File: config.mk
export PLATFORM = sky130hd
export DESIGN_NAME = mem_stage_lsu
export DESIGN_NICKNAME = d
export VERILOG_FILES = /design/src/rtl/mem_stage_lsu.sv
export SDC_FILE = /design/constraint.sdc
export NUM_CORES = 1
export LEC_CHECK = 0
export ABC_AREA = 1
export CAP_MARGIN = 15
export CORE_AREA = 5 5 289 291
export CTS_CLUSTER_DIAMETER = 30
export DETAILED_ROUTE_END_ITERATION = 8
export DIE_AREA = 0 0 294 296
export SLEW_MARGIN = 20
export SYNTH_ARGS = -nofsm -noshare
export SYNTH_HDL_FRONTEND = slang
export SYNTH_SLANG_ARGS = --single-unit
File: constraint.sdc
create_clock -name i_clk -period 19.1 [get_ports i_clk]
set_input_delay 2.865 -clock i_clk [delete_from_list [all_inputs] [get_ports i_clk]]
set_output_delay 2.865 -clock i_clk [all_outputs]
set_load 0.05 [all_outputs]
File: src/rtl/mem_stage_lsu.sv
// mem_stage_lsu: M-stage load/store unit; aligns and issues data-memory requests, stalls upstream while a request or load response is pending, extracts load data and registers the W-stage outputs. Ports: i_clk/i_arst; M-stage instruction fields (i_valid .. i_imm_ext); o_stall to freeze F/D/E; o_dmem_* request channel with i_dmem_req_ready; i_dmem_resp_valid/i_dmem_rdata response; o_misaligned; o_wb_valid .. o_imm_ext W-stage register.
module mem_stage_lsu #(
  parameter int ADDR_WIDTH = 64,
  parameter int DATA_WIDTH = 64,
  parameter int REG_ADDR_W = 5
) (
  input  logic                    i_clk,
  input  logic                    i_arst,
  input  logic                    i_valid,
  input  logic                    i_mem_we,
  input  logic                    i_mem_re,
  input  logic [2:0]              i_func3,
  input  logic [DATA_WIDTH-1:0]   i_alu_result,
  input  logic [DATA_WIDTH-1:0]   i_write_data,
  input  logic [REG_ADDR_W-1:0]   i_rd_addr,
  input  logic                    i_reg_we,
  input  logic [2:0]              i_result_src,
  input  logic [ADDR_WIDTH-1:0]   i_pc_plus4,
  input  logic [DATA_WIDTH-1:0]   i_imm_ext,
  output logic                    o_stall,
  output logic                    o_dmem_req_valid,
  input  logic                    i_dmem_req_ready,
  output logic [ADDR_WIDTH-1:0]   o_dmem_addr,
  output logic                    o_dmem_we,
  output logic [DATA_WIDTH-1:0]   o_dmem_wdata,
  output logic [DATA_WIDTH/8-1:0] o_dmem_wstrb,
  input  logic                    i_dmem_resp_valid,
  input  logic [DATA_WIDTH-1:0]   i_dmem_rdata,
  output logic                    o_misaligned,
  output logic                    o_wb_valid,
  output logic                    o_reg_we,
  output logic [2:0]              o_result_src,
  output logic [DATA_WIDTH-1:0]   o_alu_result,
  output logic [DATA_WIDTH-1:0]   o_read_data,
  output logic [REG_ADDR_W-1:0]   o_rd_addr,
  output logic [ADDR_WIDTH-1:0]   o_pc_plus4,
  output logic [DATA_WIDTH-1:0]   o_imm_ext
);
  localparam int SW = DATA_WIDTH / 8;
  localparam int OW = $clog2(SW);
  typedef enum logic [1:0] {IDLE, REQ, RESP} state_t;
  state_t state, state_nx;
  logic [OW-1:0] off;
  logic [1:0] size;
  logic mem_op, illegal, unaligned, bad, go, resp_ok;
  logic [DATA_WIDTH-1:0] sh, ld_data;
  assign off = i_alu_result[OW-1:0];
  assign size = i_func3[1:0];
  assign mem_op = i_mem_re | i_mem_we;
  // stores only have sizes 000..011; loads reject 111; doubleword needs a 64-bit datapath
  assign illegal = (size == 2'd3 && DATA_WIDTH == 32) | (i_mem_we ? i_func3[2] : i_func3 == 3'b111);
  assign unaligned = size == 2'd1 ? off[0] : size == 2'd2 ? |off[1:0] : size == 2'd3 ? |off : 1'b0;
  assign bad = i_valid & mem_op & (illegal | unaligned);
  assign go = i_valid & mem_op & ~bad;
  assign o_misaligned = bad & (state == IDLE) & ~i_arst;
  assign o_dmem_addr = ADDR_WIDTH'(i_alu_result) & ~ADDR_WIDTH'(SW - 1);
  assign o_dmem_we = i_mem_we;
  assign o_dmem_wdata = i_write_data << {off, 3'b000};
  assign o_dmem_wstrb = size == 2'd0 ? SW'(1) << off : size == 2'd1 ? SW'(3) << off : size == 2'd2 ? SW'(15) << off : '1;
  assign sh = i_dmem_rdata >> {off, 3'b000};
  // sized casts of signed operands sign-extend, of unsigned operands zero-extend
  assign ld_data = i_func3 == 3'b000 ? DATA_WIDTH'($signed(sh[7:0])) :
                   i_func3 == 3'b001 ? DATA_WIDTH'($signed(sh[15:0])) :
                   i_func3 == 3'b010 ? DATA_WIDTH'($signed(sh[31:0])) :
                   i_func3 == 3'b100 ? DATA_WIDTH'(sh[7:0]) :
                   i_func3 == 3'b101 ? DATA_WIDTH'(sh[15:0]) :
                   i_func3 == 3'b110 ? DATA_WIDTH'(sh[31:0]) : sh;
  always_ff @(posedge i_clk or posedge i_arst)
    if (i_arst) state <= IDLE;
    else state <= state_nx;
  always_comb begin
    state_nx = state;
    o_dmem_req_valid = 1'b0;
    o_stall = 1'b0;
    resp_ok = 1'b0;
    case (state)
      IDLE, REQ: if (go | (state == REQ)) begin
        o_dmem_req_valid = 1'b1;
        o_stall = ~(i_dmem_req_ready & i_mem_we);
        state_nx = ~i_dmem_req_ready ? REQ : i_mem_we ? IDLE : RESP;
      end
      RESP: begin
        o_stall = ~i_dmem_resp_valid;
        resp_ok = i_dmem_resp_valid;
        state_nx = i_dmem_resp_valid ? IDLE : RESP;
      end
      default: state_nx = IDLE;
    endcase
    if (i_arst) begin
      o_dmem_req_valid = 1'b0;
      o_stall = 1'b0;
    end
  end
  // stalled cycles load a bubble; the data fields keep their last value
  always_ff @(posedge i_clk or posedge i_arst)
    if (i_arst) begin
      o_wb_valid <= 1'b0;
      o_reg_we <= 1'b0;
      o_result_src <= '0;
      o_alu_result <= '0;
      o_read_data <= '0;
      o_rd_addr <= '0;
      o_pc_plus4 <= '0;
      o_imm_ext <= '0;
    end else if (o_stall) begin
      o_wb_valid <= 1'b0;
      o_reg_we <= 1'b0;
    end else begin
      o_wb_valid <= i_valid;
      o_reg_we <= i_reg_we & i_valid & ~bad;
      o_result_src <= i_result_src;
      o_alu_result <= i_alu_result;
      o_read_data <= resp_ok ? ld_data : '0;
      o_rd_addr <= i_rd_addr;
      o_pc_plus4 <= i_pc_plus4;
      o_imm_ext <= i_imm_ext;
    end
endmodule

* After elaboration in Yosys (flattened, before gate mapping) *
Cells that the tools add are included.

storage, ports and cells
  input bits = 339
  word-level logic and storage cells = 75
  flip-flop bits (word level) = 268
  output and inout port bits = 406

cells by class
  reductions and logical operators = 6
  bitwise gates (word level) = 15
  equal/unequal tests = 12
  mux-type cells = 28
  shift-type cells = 5

operators with widths
  kind                   count
  $mux W64               7
  $shl A64 B6 Y64        1
  $shr A64 B6 Y64        1
  $mux W8                3
  $eq A3 B3 Y1 const B   4
  $mux W1                12
  $and A1 B1 Y1          8
  $mux W2                4
  $shl A1 B3 Y8 const A  1
  $shl A2 B3 Y8 const A  1
  $shl A4 B3 Y8 const A  1
  $eq A2 B2 Y1 const B   3
  $eq A2 B1 Y1 const B   2
  $logic_not A2 Y1       2
  $not A1 Y1             4
  $pmux W2 S2            1
  $reduce_or A2 Y1       2
  $eq A3 B1 Y1 const B   1
  $eq A3 B2 Y1 const B   1
  $logic_not A3 Y1       1
  $or A1 B1 Y1           3
  $reduce_or A3 Y1       1
  $ne A2 B2 Y1 const B   1
  $pmux W1 S2            1

* Depth between registers and ports, before layout *
  depth in word-level cells = 13
  mapped depth = 17
  gate-level depth less buffers = 11

* Least setup slack after synthesis *
No wires, ideal clock.

  path kind = input -> register
  start = in i_arst
  end = reg o_read_data[0]
  slack = 7.308 ns
  arrival = 11.695 ns
  required time = 19.004 ns
  stages on the path = 5
  library setup time = 0.096 ns
  path buffers = 2
  path through = inv_1 > clkbuf_1 > clkbuf_1 > nand3_1 > nand2_1

between the ends
  longest elaborated chain between the ends = 1

ends and longest elaborated chain
  what                  RTL line  source
  start, declared       8         input logic i_arst,
  $mux W1               89        if (i_arst) begin
  end signal, assigned  113       o_read_data <= resp_ok ? ld_data : '0;
  end, declared         34        output logic [DATA_WIDTH-1:0] o_read_data,

Every way passes these cells.
A chain may end at the register's enable or synchronous reset.

* Final worst setup path *
  start = in i_alu_result[0]
  end = out o_stall

between the ends
  longest elaborated chain between the ends = 12
  elaborated cells on any way between the ends = 13
  classes of those cells = 6 x mux; 5 x bitwise; 2 x reduce/logical

ends and longest elaborated chain
  what                  RTL line  source
  start, declared       13        input logic [DATA_WIDTH-1:0] i_alu_result,
  $reduce_or A3 Y1      52        assign unaligned = size == 2'd1 ? off[0] : size == 2'd2 ? |off[1:0] : size == 2'd3 ? |off : 1'b0;
  $mux W1 (2 in a row)  52
  $mux W1 *             52
  $or A1 B1 Y1 *        53        assign bad = i_valid & mem_op & (illegal | unaligned);
  $and A1 B1 Y1 *       53
  $not A1 Y1 *          54        assign go = i_valid & mem_op & ~bad;
  $and A1 B1 Y1 *       54
  $or A1 B1 Y1 *        77        IDLE, REQ: if (go | (state == REQ)) begin
  $mux W1 *             77
  $pmux W1 S2 *         76        case (state)
  $mux W1 *             89
  end, declared         20        output logic o_stall,

Every way passes the cells marked *; elsewhere a longest branch is shown, timed or not.

==> results by group <==
Layout
  – Layout cells sized above 1: 6.30%
  – Nets: 3158
  – Final Non-Filler Cells: 3937
  – Area Growth Syn to Fin: 66.7%
  – Fillers: between 8000 and 9000

Clock network
  – Cts hold-fix bufs: 0
  – CTS buffer count: between 80 and 90
  – Clock transition at path regs: 0.04 ns
  – CTS H-tree lvls: 3
  – # resized after CTS: 0
  – Setup Buffers After CTS: 0
  – Clock latency on the worst-skew pair: 0.61 ns
  – Root buffer cell: clkbuf_16
  – CTS tree: done
  – Clock Path Buffers: 3
  – Clock sink total: 268

Synthesis
  – Post-synthesis sequential area ratio: 42.8%
  – Fraction of synthesized cell area in xor and xnor cells: 0%
  – Post-Syn Instances: 2205
  – Syn Area/Cell: 7.10 um2
  – Synth top area cells: dfrtp_1 (43%), nand2_1 (22%), nand3_1 (16%), buf_4 (3.5%), o21ai_0 (2.8%)
  – Synth unique cells: 34
  – Post-synth top area share: 42.8%
  – Mux cell area share after synthesis: 1.47%
  – Simple-gate portion of the synthesized area: around two fifths
  – Synth Warn #: 0
  – Post-Synth Adder-Cell Area: 0.719%
  – Synth Cell Area: 15700 um2
  – Main combinational cell family by area after synthesis: simple AND/OR/NAND/NOR gates
  – Area leader, netlist: dfrtp_1
  – Seq cells post-synth: 268
  – Synth Area in Compound Gates: 4.47%

Worst setup path
  – Reg2Reg Depth: 9
  – Crit path DAT: 7.04 ns
  – Reg-to-Reg Start: state[1]$_DFFE_PP0P_
  – CP startpoint kind: primary input
  – WS Path Type: in2out
  – Reg2reg end: o_imm_ext[44]$_DFFE_PP0N_
  – CP required: 16.23 ns
  – Crit path buffers/inverters: 4
  – CP most frequent cell: nand2_1
  – Largest delay share family, worst path: simple AND/OR/NAND/NOR gates
  – Worst Setup End Kind: output pin
  – Worst path max stage delay: ~0.74 ns
  – Crit-path max FO: 119
  – Reg2reg setup slack: between 15 and 20 ns
  – Critical path cell sequence: buf_4, clkinv_2, ha_1, nand2_1, nand3_1, nand4_1, nand2_1, nand2_1, nand2_8, nand2_8, inv_2, clkdlybuf4s50_1
  – CP max-delay cell: nand2_8

STA
  – Fin crit period: 9.90 ns
  – Unrepaired setup endpoints after global routing: no
  – Worst Tran Pin Value: around 1 ns
  – Final period util: 51.8%
  – Final-report max-slew violation count: 0
  – Clk_skew: 0.0275 ns
  – Slew headroom: 35.1%
  – Setup-failing EPs final: 0
  – Peak Freq: 101 MHz
  – Setup tns final: 0 ns
  – Final Hold Viols: 0

Routing
  – WL per Instance: 19.4 um
  – 1st-iter DRT viols: 1348
  – Detailed-route vias per instance: 4.46
  – Final wirelength: 76200 um
  – Antenna Nets Post-Route: 0
  – DR vias: 17560
  – Drt pass-1 iters: 8
  – # DRC: 0

Floorplanning
  – Die Area: 87000 um2
  – # rows: 104
  – Core ar.: 80300 um2
  – Initial Util: between 10% and 20%
  – # IOs: ~750
  – Die Y: 296 um
  – Die Wd: 294 um

Global routing
  – Global-route wire length before repair: roughly 110000 um
  – Number of global-route vias before repair: 17017
  – Initial antenna violation count: 8
  – GR Overflow Total: 0
  – Overall Global Routing Usage: 16.4%
  – Largest net degree at the start of global routing: 183

Power
  – Power Total: 2.77 mW
  – Leak: 12.2 nW
  – Power Density: 106 nW/um2
  – Max VDD drop: 0.0000658 V

Run status
  – Status: finished, final reports clean

Place
  – GP Congestion: between 0.8 and 0.9
  – DP HPWL: around 56000 um
  – Placed cells: about 3800
  – IO Port Bufs: around 740

Hold path
  – Hold wc startpoint: o_read_data[8]$_DFFE_PP0N_
  – Hold Path Class: reg2reg
  – Hold path cells: 2
  – Worst Hold Endpoint: o_read_data[8]$_DFFE_PP0N_

Flow run
  – Max_cap viols: 0
==> worst reg2reg max path, stage by stage, from the launching register on <==
cell and delay, ns:
dfrtp_1 0.40, inv_1 0.12, nand2_1 0.07, nand2_1 0.08, nand2_1 0.17, nand2_8 0.48, nand2_8 0.75, buf_4 1.00
nand2_1 0.37, nand2_1 0.14
==> cells by family after synthesis <==
logic type,count (synthesis)
AOI/OAI and AO/OA,129
adders and majority gates,9
DFF,268
buffers and inverters,268
muxes,23
other,1
and+or+nand+nor,1507
==> state kept, by name, indices dropped and copies added, names as in the netlist <==
name,cells
o_read_data,64
o_reg_we,1
o_wb_valid,1
o_pc_plus4,64
o_result_src,3
state,2
o_imm_ext,64
o_rd_addr,5
o_alu_result,64
==> placed cells by master, fill, tap and decap left out, types with 3 or more instances in the layout <==
| cell | n |
|---|---|
| clkdlybuf4s50_1 | 738 |
| a21oi_1 | 21 |
| nand3_1 | 509 |
| nand4_1 | 3 |
| bufinv_16 | 13 |
| clkbuf_16 | 83 |
| clkinv_2 | 18 |
| inv_2 | 7 |
| inv_1 | 18 |
| o21ai_0 | 89 |
| ha_1 | 9 |
| conb_1 | 3 |
| nor2_1 | 63 |
| dfrtp_1 | 268 |
| clkbuf_1 | 11 |
| clkinv_16 | 3 |
| buf_4 | 18 |
| o311ai_0 | 4 |
| a31oi_1 | 7 |
| nand2_1 | 921 |
| mux2i_1 | 23 |
| clkbuf_8 | 13 |
| clkinvlp_4 | 7 |
==> metrics by stage <==
| step | util, % | area (um2) | setup slack (ns) | hold WS [ns] |
|---|---|---|---|---|
| 2_1_floorplan | - | 15700 | 5.07 | 0.510 |
| 3_3_place_gp | 28.8 | 23100 | 9.12 | 0.483 |
| 3_5_place_dp | 28.8 | 23100 | 9.10 | 0.493 |
| 4_1_cts | 32.5 | 26100 | 9.09 | 0.501 |
| 5_1_grt | 32.5 | 26100 | 8.80 | 0.521 |
| 6_report | 32.5 | 26100 | 9.20 | 0.495 |
==> synth_stat cells (all sizes together) <==
cell      n
nand2   925
nand3   510
dfrtp   268
buf     196
o21ai    90
nor2     67
clkbuf   44
inv      28
a21oi    23
mux2i    23
ha        9
a31oi     7
o311ai    4
nand4     3
o31ai     2
a32o      1
conb      1
nor3      1
nor4      1
o211ai    1
o32ai     1
==> power breakdown <==
part / internal, mW / switching [mW]
logic: 0.226 / 0.466
registers: 0.617 / 0.0272
clock network: 1.02 / 0.413
==> routing by layer <==
metal / track usage [%] / vias to the layer above / wire, um / part of all wire [%]
met3: 4.88 / 123 / 6230 / 8.2
met4: 4.21 / 12 / 1700 / 2.2
met2: 29.5 / 713 / 39000 / 51
met5: 0 / - / 80 / 0.10
met1: 19.2 / 8322 / 29200 / 38
li1: - / 8390 / - / -
==> worst max path at each step <==
stage                               start  cells past startpoint                     endpoint
after floorplan                    i_arst                      3  o_alu_result[0]$_DFFE_PP0N_
after global placement    i_alu_result[0]                     12                      o_stall
after detailed placement  i_alu_result[0]                     12                      o_stall
after CTS                 i_alu_result[0]                     12                      o_stall
after global routing      i_alu_result[0]                     12                      o_stall
final                     i_alu_result[0]                     12                      o_stall
==> final cells by class <==
type	count	area [um2]	share of cell area, %
Antenna cell	2	5.00	0.0192
Clock inverter	42	651	2.49
Sequential cell	268	6710	25.7
Tap cell	1060	1330	5.08
Timing Repair Buffer	759	7560	29.0
Multi-Input combinational cell	1671	7440	28.5
Inverter	28	116	0.446
Clock buffer	107	2300	8.80
(Power assumes the default switching activity.)
